==> config.mk <==
export PLATFORM = sky130hd
export DESIGN_NAME = mult_seq
export DESIGN_NICKNAME = d
export VERILOG_FILES = /design/src/rtl/mult_seq.sv
export SDC_FILE = /design/constraint.sdc
export NUM_CORES = 1
export LEC_CHECK = 0
export ABC_AREA = 1
export CORE_MARGIN = 2
export CORE_UTILIZATION = 43
export CTS_CLUSTER_DIAMETER = 30
export DETAILED_ROUTE_END_ITERATION = 12
export PLACE_DENSITY = 0.63
export SLEW_MARGIN = 20
export SYNTH_ARGS = -nofsm -noshare
export SYNTH_HDL_FRONTEND = slang
export SYNTH_SLANG_ARGS = --single-unit
==> constraint.sdc <==
create_clock -name clk -period 6.48 [get_ports clk]
set_input_delay 0.648 -clock clk [delete_from_list [all_inputs] [get_ports clk]]
set_output_delay 0.648 -clock clk [all_outputs]
set_load 0.01 [all_outputs]
==> src/rtl/mult_seq.sv <==
// Sequential radix-2 shift-add multiplier with signed/unsigned modes.
// One operand bit per cycle; a registered done pulse follows the cycle that writes hi/lo.
module mult_seq #(
  parameter int unsigned WIDTH = 32
) (
  input  logic             clk,
  input  logic             reset_n,
  input  logic             start,
  input  logic             sign,
  input  logic [WIDTH-1:0] a,
  input  logic [WIDTH-1:0] b,
  output logic             busy,
  output logic             done,
  output logic [WIDTH-1:0] hi,
  output logic [WIDTH-1:0] lo
);

  localparam int unsigned CntW = $clog2(WIDTH + 1);

  typedef enum logic [1:0] {StIdle, StRun, StDone} state_e;

  state_e             r_state, w_state_nxt;
  logic [CntW-1:0]    r_cnt;
  logic [WIDTH:0]     r_acc;
  logic [WIDTH-1:0]   r_mcand;
  logic [WIDTH-1:0]   r_mplier;
  logic               r_neg;
  logic               r_done;
  logic [WIDTH-1:0]   r_hi;
  logic [WIDTH-1:0]   r_lo;

  logic [WIDTH-1:0]   w_a_mag;
  logic [WIDTH-1:0]   w_b_mag;
  logic [WIDTH:0]     w_sum;
  logic [2*WIDTH-1:0] w_prod;
  logic [2*WIDTH-1:0] w_res;
  logic               w_last;
  logic               w_busy;
  logic               w_done_nxt;

  // The most negative value negates to itself, which is its correct unsigned magnitude.
  assign w_a_mag = (sign && a[WIDTH-1]) ? -a : a;
  assign w_b_mag = (sign && b[WIDTH-1]) ? -b : b;
  assign w_sum   = r_acc + (r_mplier[0] ? {1'b0, r_mcand} : '0);
  assign w_prod  = {w_sum, r_mplier[WIDTH-1:1]};
  assign w_res   = r_neg ? -w_prod : w_prod;
  assign w_last  = (r_cnt == CntW'(1));

  always_ff @(posedge clk or negedge reset_n) begin
    if (!reset_n) begin
      r_state <= StIdle;
    end else begin
      r_state <= w_state_nxt;
    end
  end

  always_comb begin
    w_state_nxt = r_state;
    unique case (r_state)
      StIdle:  if (start) w_state_nxt = StRun;
      StRun:   if (w_last) w_state_nxt = StDone;
      StDone:  w_state_nxt = StIdle;
      default: w_state_nxt = StIdle;
    endcase
  end

  always_comb begin
    w_busy     = (r_state != StIdle);
    w_done_nxt = (r_state == StDone);
  end

  always_ff @(posedge clk or negedge reset_n) begin
    if (!reset_n) begin
      r_cnt    <= '0;
      r_acc    <= '0;
      r_mcand  <= '0;
      r_mplier <= '0;
      r_neg    <= 1'b0;
      r_done   <= 1'b0;
      r_hi     <= '0;
      r_lo     <= '0;
    end else begin
      r_done <= w_done_nxt;
      unique case (r_state)
        StIdle: begin
          if (start) begin
            r_mcand  <= w_a_mag;
            r_mplier <= w_b_mag;
            r_neg    <= sign & (a[WIDTH-1] ^ b[WIDTH-1]);
            r_acc    <= '0;
            r_cnt    <= CntW'(WIDTH);
          end
        end
        StRun: begin
          r_acc    <= {1'b0, w_sum[WIDTH:1]};
          r_mplier <= {w_sum[0], r_mplier[WIDTH-1:1]};
          r_cnt    <= r_cnt - CntW'(1);
          if (w_last) begin
            {r_hi, r_lo} <= w_res;
          end
        end
        default: ;
      endcase
    end
  end

  assign busy = w_busy;
  assign done = r_done;
  assign hi   = r_hi;
  assign lo   = r_lo;

endmodule

==> metrics.cfg, run 1 <==
[run_status]
status=finished, final reports clean

[floorplan]
die_w_microns=174
core-area_sq_mm=0.0286
io-pin-count=134
start_util_pct=43.5
dieArea_sq_mm=0.0303
num_rows=62
die_height_microns=174

[sta]
fin_worst_skew_ns=0.0126
max_freq_ghz=0.299
setup_viol=0
rsz0062_at_grt=no
finalCriticalPeriod_ns=3.35
fin_crit_sh_pct=51.7
hold_viol_final=0
setup_tns_ns=0
finalMaxSlewViolations=0
slew_headroom_pct=37.0
tightest_slew_ns=0.944

[final_layout]
multi_input_area_sq_mm=0.00697
drive_above_1_share_pct=3.82
area_delta_synth_final_pct=18.5
layout.nets=2108
diodes=0
final_common_cell=nand2_1
design_area_sq_mm=0.0147
final_cell_mix=nand2_1 (628), inv_1 (266), nor2_1 (175)
fillCellCount=2861
seqCellArea_sq_mm=0.00425

[synthesis]
synth.area.top_cells=dfrtp_1 (34%), nand2_1 (19%), inv_1 (8.0%)
syn_area_per_cell_sq_um=6.57
ys.flop_type=dfrtp_1
synth_edf_count=0
seq_area_frac_synth_pct=34.2
yosys_warnings=0
yosysTopAreaCellShare_pct=34.2
syn_area_sq_mm=0.0124
yosysTopAreaCell=dfrtp_1
synthDistinctLibCells=48
ys_async_sr_fraction_pct=100
ys_seq_elements=170
syn_inst=1894
syn-num-nets=2000

[place]
place_area_sq_mm=0.0141
place_congestion=0.938
place_hpwl_microns=29300
io_buffers=133

[global_routing]
grt_usage_pct=25.4
grt_pass1_wl_microns=61200
grt-ovfl-total=0
grt_pass1_vias=11545
antenna_found_initial=0
grt_max_degree=72

[routing]
ant_nets=0
drc=0
drtIter0Drc=1006
drtPass1Iterations=7
wl_microns=38000
vias_per_cell=5.11
vias=12265
wl_per_cell_microns=15.8

[cts]
cts-root-buf=clkbuf_16
cts.sinks=170
clk_pin_slew_ns=0.08
cts_tree=yes
clock_latency_ns=0.44
max-clock-path-buffers=2
postCtsResizedCells=0
cts_setup_buffers=0
postCtsHoldBufs=0
cts_buffers=17
htree_num_levels=4

[setup_path]
crit_required_ns=6.86
crit_arrival_ns=3.73
cp-start-kind=register
end_kind=register
path_max_fanout=33
criticalPathCategory=reg -> reg

[min_path]
hold_class=in -> async

[power]
internal-power_uw=1690
powerDensity_mw_per_mm2=155
p_sw_share_pct=26.1
clockPowerShare_pct=47.1
power_leakage_uw=0.00796
power_switching_uw=596
comb_power_share_pct=6.5
vdd_drop_max_v=0.000174
seq_power_share_pct=46.4

[flow_run]
cap_violations=0

-- layer usage --
metal,wire length [microns],up-vias,track usage [%],share of wire [%]
met5,0,-,0,0
met4,909,0,7.63,2.4
met3,2080,49,3.89,5.5
met2,17000,364,39.4,45
met1,18000,5651,36.6,47
li1,-,6201,-,-
-- cells by family (layout without fill, tap and decap cells) --
group	Yosys count	after routing	synth area share, %
simple gates	998	998	33.4
buf+inv	326	447	9.89
compound gates	266	266	11.9
flops	170	170	34.2
xor+xnor	94	94	6.62
fa+ha+maj	38	38	3.88
mux	2	2	0.161
-- worst max-delay path, cell delays in order (launching register included) --
cell     delay, ns
dfrtp_1       0.37
buf_4         0.23
nand2_1       0.09
inv_1         0.04
ha_1          0.23
fa_1          0.47
xnor2_1       0.29
nand2_1       0.11
nor3_1        0.21
nand3_1       0.11
nor2_1        0.25
nand3_1       0.10
nor2_1        0.25
nand2_1       0.13
nand2_1       0.11
nand2_1       0.06
nand2_1       0.06
nand3_1       0.06
nand2_1       0.09
-- sequential cells by signal (all words and copies together), names as in the netlist --
register,flops
r_state,2
r_neg,1
hi,32
r_mcand,32
r_acc,32
r_cnt,6
lo,32
r_mplier,32
done,1
-- final timing paths --
kind,from,end,slack (ns),cells past startpoint
min in group clk,r_state[0],done,0.46,1
max in group asynchronous,reset_n,lo[22],5.08,2
worst max register to register,r_mplier[0],hi[30],3.13,18
worst min-delay path,reset_n,r_acc[28],0.09,1
worst max-delay path,r_mplier[0],hi[30],3.13,18
worst min register to register,r_state[0],done,0.46,1
-- per-stage QoR --
| stage | power, uW | cells | hold slack, ns | setup WS, ns | utilization, % |
|---|---|---|---|---|---|
| finish | 2290 | 2399 | 0.0919 | 3.13 | 51.5 |
| global route | 2360 | 2399 | 0.104 | 2.74 | 51.5 |
| CTS | 2300 | 2399 | 0.102 | 3.16 | 51.5 |
| detailed placement | 1230 | 2367 | 0.451 | 3.17 | 49.4 |
| global placement | 1230 | 2367 | 0.444 | 3.21 | 49.4 |
| floorplan | 1140 | 1894 | 0.352 | 3.77 | - |
-- synth_stat cells (7+ instances only) --
cell      count
clkbuf_1     50
a31oi_1       8
xnor2_1      20
a21oi_1      45
dfrtp_1     170
o31ai_1       7
ha_1         37
nand4_1      22
nor3_1       20
nor2_1      176
nand3_1     102
o21ai_0     156
a22oi_1      25
inv_1       266
nand3b_1     10
nor2_2        7
xor2_1       74
nand2_1     629
-- area by class of cell --
type / instances / area share, %
multi-input combinational: 1398 / 47.3
inverter: 272 / 6.93
tap: 384 / 3.26
clock inverter: 14 / 1.17
sequential: 170 / 28.9
timing repair buffer: 143 / 9.55
clock buffer: 18 / 2.98
-- power groups by stage --
stage	Combinational, uW	Sequential (uW)	Clock (uW)
floorplan	57.0	1080	0
finish	149	1060	1080
global route	166	1060	1140
CTS	151	1060	1090
detailed placement	150	1080	0
global placement	149	1080	0
Power figures use the tool's default switching activity.
==> run 2, diff against run 1 <==
==> constraint.sdc (replaced) <==
create_clock -name clk -period 3.2 [get_ports clk]
set_input_delay 0.32 -clock clk [delete_from_list [all_inputs] [get_ports clk]]
set_output_delay 0.32 -clock clk [all_outputs]
set_load 0.01 [all_outputs]
==> metrics.cfg, run 2 (synthesis results as in run 1) <==
[run_status]
status=finished, final reports clean

[floorplan]
start_util_pct=43.5  ; unchanged
num_rows=62  ; unchanged
core-area_sq_mm=0.0286  ; unchanged
io-pin-count=134  ; unchanged
die_height_microns=174  ; unchanged
die_w_microns=174  ; unchanged
dieArea_sq_mm=0.0303  ; unchanged

[final_layout]
stdcell_count=2442  ; +1.8%
final_util_pct=54.0  ; +2.5 points
drive_above_1_share_pct=9.57  ; +5.8 points
final_common_cell=nand2_1
area_delta_synth_final_pct=24.1
diodes=0  ; unchanged
final_cell_mix=nand2_1 (604), inv_1 (264), dfrtp_1 (170)
layout.nets=2152  ; +2.1%
design_area_sq_mm=0.0154  ; +4.8%

[routing]
drtPass1Iterations=7  ; unchanged
wl_per_cell_microns=16.0  ; +0.78%
drc=0  ; unchanged
wl_microns=39000  ; +2.6%
ant_nets=0  ; unchanged
vias=12488  ; +1.8%
vias_per_cell=5.11  ; about the same
drtIter0Drc=949  ; -5.7%

[setup_path]
cp-start-kind=register
endpoint=hi[27]
crit_arrival_ns=3.32  ; -0.41 ns
crit_path_start=r_mplier[0]
r2r_setup_slack_ns=0.21  ; -2.92 ns
crit_required_ns=3.53  ; -3.33 ns
path_max_fanout=18  ; -45%
end_kind=register
criticalPathCategory=reg -> reg
reg2reg_to=hi[27]
worstReg2RegStart=r_mplier[0]
reg2reg_depth=19  ; +1

[cts]
clk_pin_slew_ns=0.07  ; about the same
cts-root-buf=clkbuf_16
cts_buffers=17  ; unchanged
htree_num_levels=4  ; unchanged
cts_tree=yes
clock_latency_ns=0.44  ; about the same
max-clock-path-buffers=2  ; unchanged
cts.sinks=170  ; unchanged

[sta]
slew_headroom_pct=33.2  ; -3.8 points
max_freq_ghz=0.334  ; +12%
tightest_slew_ns=0.995  ; +0.0510 ns
whs_ns=0.432  ; +0.340 ns
finalMaxSlewViolations=0  ; unchanged
setup_viol=0  ; unchanged
finalCriticalPeriod_ns=2.99  ; -0.355 ns
fin_worst_skew_ns=0.0170  ; +0.00433 ns
fin_crit_sh_pct=93.5  ; +42 points
hold_viol_final=0  ; unchanged

[place]
io_buffers=133  ; unchanged
place_congestion=0.935  ; -0.36%
place_area_sq_mm=0.0145  ; +2.7%
place_hpwl_microns=30400  ; +3.7%
dp.cells=2409  ; +1.8%

[power]
power_uw=4650  ; +100%
vdd_drop_max_v=0.000327  ; +88%
power_leakage_uw=0.00818  ; +2.7%
powerDensity_mw_per_mm2=301  ; +94%

[min_path]
hold_class=in -> async

[global_routing]
grt_pass1_vias=12020  ; +4.1%
grt-ovfl-total=0  ; unchanged
antenna_found_initial=0  ; unchanged
grt_usage_pct=26.0  ; +0.54 points
grt_pass1_wl_microns=62600  ; +2.2%
grt_max_degree=68  ; -5.6%

[flow_run]
cap_violations=0  ; unchanged

-- run 2: cell types whose count changed in the layout (fill, tap and decap cells not counted), moves of 8 or more --
| cell | previous run | this run |
|---|---|---|
| ha_4 | 0 | 8 |
| nor2_2 | 7 | 26 |
| nand2_2 | 5 | 29 |
| ha_2 | 0 | 11 |
| ha_1 | 37 | 18 |
| nor2_1 | 175 | 150 |
| nand2_1 | 628 | 604 |
| buf_4 | 10 | 48 |
-- run 2: stage by stage --
stage | TNS, ns | setup WS (ns)
after floorplan | 0 | 0.490
final | 0 | 0.207
after global routing | -0.00921 | -0.00921
after global placement | -0.385 | -0.163
after detailed placement | -0.183 | -0.106
after CTS | 0 | 0.00179
-- run 2: routing by layer --
metal  global-route usage [%]  vias to the layer above  wire length [microns]
met4                     8.58                        0                   1060
met3                     3.85                       55                   2050
met2                     40.7                      338                  17200
met5                        0                        -                      0
met1                     36.8                     5796                  18600
li1                         -                     6299                      -
-- run 2: how the worst min path moves through the flow --
stage / startpoint / to / slack, ns / cells after the start
floorplan: reset_n / done / 0.02 / 0
global placement: reset_n / r_acc[25] / 0.36 / 1
detailed placement: reset_n / r_acc[25] / 0.36 / 1
CTS: r_state[0] / done / 0.46 / 1
global route: r_state[0] / done / 0.49 / 1
finish: reset_n / r_acc[25] / 0.43 / 2
-- run 2: worst max-delay path, stage by stage (launching register included) --
cell     delay [ns]
dfrtp_1        0.43
buf_12         0.16
buf_12         0.14
nand2_1        0.05
inv_1          0.10
ha_4           0.33
nand2_2        0.09
nor2_2         0.16
and2_4         0.20
nand3_1        0.11
nand3_1        0.14
nand2_1        0.07
nand2_2        0.12
nand2_2        0.09
nor2_2         0.16
nor2_1         0.10
nor2_4         0.17
nand3_1        0.09
nand3_1        0.09
nand2_1        0.05
-- run 2: layout make-up --
class / instances / area [sq um]
clock buffers: 19 / 443
clock inverters: 12 / 159
fillers: 2820 / 13200
inverters: 272 / 1020
multi-input cells: 1398 / 7280
flip-flops and latches: 170 / 4250
well taps: 384 / 480
repair buffers: 187 / 1800
-- run 2: power by group --
| part | internal (uW) | total, uW | leakage (uW) | switching, uW |
|---|---|---|---|---|
| Combinational | 135 | 304 | 0.00560 | 169 |
| Clock | 1200 | 2200 | 0.000292 | 997 |
| Sequential | 2150 | 2150 | 0.00228 | 0 |
-- run 2: repair_timing --
| action | CTS | global route |
|---|---|---|
| endpoints found under the hold margin | 64 | 0 |
| resized for setup | 3 | 89 |
| pin swaps | 0 | 8 |
| buffers inserted | 0 | 1 |
| setup endpoints to repair | 4 | 23 |
| hold buffers | 1 | 0 |
==> run 3, diff against run 2 <==
--- a/config.mk
+++ b/config.mk
@@ -10,6 +10,7 @@
 export CORE_UTILIZATION = 43
 export CTS_CLUSTER_DIAMETER = 30
 export DETAILED_ROUTE_END_ITERATION = 12
+export GPL_ROUTABILITY_DRIVEN = 0
 export PLACE_DENSITY = 0.63
 export SLEW_MARGIN = 20
 export SYNTH_ARGS = -nofsm -noshare
==> metrics.cfg, run 3 (synthesis results as in run 1) <==
[setup_path]
crit_required_ns=3.53  ; about the same
crit_top_cell=nand2_1
cp_slowest_cell=dfrtp_1
criticalPathCategory=reg -> reg
cpLargestDelayFamily=simple AND/OR/NAND/NOR gates
crit_arrival_ns=3.36  ; +0.04 ns
cpPeakStageDelay_ns=0.42  ; about the same
crit_buf_inv=3  ; unchanged
worstPathCellList=buf_12 > buf_12 > nand2_1 > inv_1 > ha_2 > nand2_2 > nor2_2 > nand2_1 > nor2_1 > nand2_1 > nand3_1 > nand2_1 > nand2_2 > nand2_1 > nor2_4 > nand3_2 > nand2_2 > nand3_1 > nand3_1 > nand2_1
cp-start-kind=register
path_max_fanout=17  ; -1
end_kind=register

[global_routing]
antenna_found_initial=0  ; unchanged
grt_usage_pct=25.1  ; -0.82 points
grt_pass1_wl_microns=61400  ; -2.0%
grt_pass1_vias=11929  ; -0.76%
grt_max_degree=83  ; +22%
grt-ovfl-total=0  ; unchanged

[place]
io_buffers=133  ; unchanged
place_hpwl_microns=29200  ; -4.0%
place_area_sq_mm=0.0144  ; -0.59%
place_ws_ns=-0.0329  ; +0.0729 ns

[cts]
max-clock-path-buffers=2  ; unchanged
cts-root-buf=clkbuf_16
htree_num_levels=4  ; unchanged
cts_setup_buffers=0  ; unchanged
cts_tree=yes
cts_buffers=17  ; unchanged
cts.sinks=170  ; unchanged
clock_latency_ns=0.44  ; about the same
clk_pin_slew_ns=0.08  ; about the same

[power]
vdd_drop_max_v=0.000331  ; +1.1%
powerDensity_mw_per_mm2=304  ; +1.2%
power_leakage_uw=0.00814  ; -0.45%

[routing]
vias=12621  ; +1.1%
wl_microns=37800  ; -3.1%
ant_nets=0  ; unchanged
drc=0  ; unchanged
wl_per_cell_microns=15.6  ; -2.5%
drtIter0Drc=975  ; +2.7%
drtPass1Iterations=5  ; -2
vias_per_cell=5.20  ; +1.6%

[sta]
slew_headroom_pct=35.1  ; +1.9 points
layout_setup_ws_ns=0.170  ; -0.0371 ns
whs_ns=0.447  ; +0.0159 ns
setup_tns_ns=0  ; unchanged
setup_viol=0  ; unchanged
tightest_slew_ns=0.967  ; -0.0286 ns
max_freq_ghz=0.330  ; -1.2%
finalCriticalPeriod_ns=3.03  ; +0.0371 ns
hold_viol_final=0  ; unchanged
fin_crit_sh_pct=94.7  ; +1.2 points
finalMaxSlewViolations=0  ; unchanged
rsz0062_at_grt=yes
fin_worst_skew_ns=0.0151  ; -0.00189 ns

[floorplan]
core-area_sq_mm=0.0286  ; unchanged
io-pin-count=134  ; unchanged
die_height_microns=174  ; unchanged
dieArea_sq_mm=0.0303  ; unchanged
num_rows=62  ; unchanged
start_util_pct=43.5  ; unchanged
die_w_microns=174  ; unchanged

[final_layout]
diodes=0  ; unchanged
fillCellCount=2865  ; +1.6%
final_common_cell=nand2_1
area_delta_synth_final_pct=23.0
multi_input_area_sq_mm=0.00722  ; -0.93%
final_cell_mix=nand2_1 (607), inv_1 (266), dfrtp_1 (170)
seqCellArea_sq_mm=0.00425  ; unchanged
drive_above_1_share_pct=8.36  ; -1.2 points
layout.nets=2138  ; -0.65%
final_util_pct=53.5  ; -0.49 points
design_area_sq_mm=0.0153  ; -0.92%

[min_path]
hold_class=reg -> reg

[run_status]
status=finished, final reports clean

[flow_run]
cap_violations=0  ; unchanged

==> run 3: worst paths after layout <==
path                                  start   endpoint  slack, ns  cells past startpoint
worst max-delay path            r_mplier[0]     hi[31]       0.17                     20
worst min-delay path             r_state[0]       done       0.45                      1
worst max register to register  r_mplier[0]     hi[31]       0.17                     20
worst min register to register   r_state[0]       done       0.45                      1
max in group asynchronous           reset_n   r_acc[3]       1.89                      3
min in group asynchronous           reset_n  r_acc[27]       0.52                      2
==> run 3: timing repair <==
action | in CTS | in global routing
resized for setup | 2 | 73
endpoints found under the setup margin | 2 | 21
hold buffers | 1 | 0
endpoints found under the hold margin | 28 | 0
pin swaps | 0 | 1
==> run 3: layout make-up <==
class | count | share of cell area, %
clock inverter | 15 | 1.28
tap | 384 | 3.14
inverter | 272 | 6.67
sequential | 170 | 27.8
multi-input combinational | 1398 | 47.2
clock buffer | 17 | 2.78
timing repair buffer | 173 | 11.2
==> run 3: layer usage <==
layer | wire length (microns) | track usage [%]
met3 | 2380 | 4.48
met1 | 17600 | 35.2
met4 | 1330 | 9.31
met5 | 0 | 0
met2 | 16500 | 38.8
==> run 3: report_power, final <==
part	leakage (uW)	internal (uW)	switching, uW	total [uW]
Sequential	0.00228	2150	0	2150
Combinational	0.00555	136	168	304
Clock	0.000306	1200	1010	2210
Total	0.00814	3480	1180	4660
==> run 3: metrics by stage <==
step,total power [uW],instances
6_report,4660,2429
5_1_grt,4820,2429
4_1_cts,4700,2429
3_5_place_dp,2500,2396
3_3_place_gp,2490,2396
2_1_floorplan,2310,1894
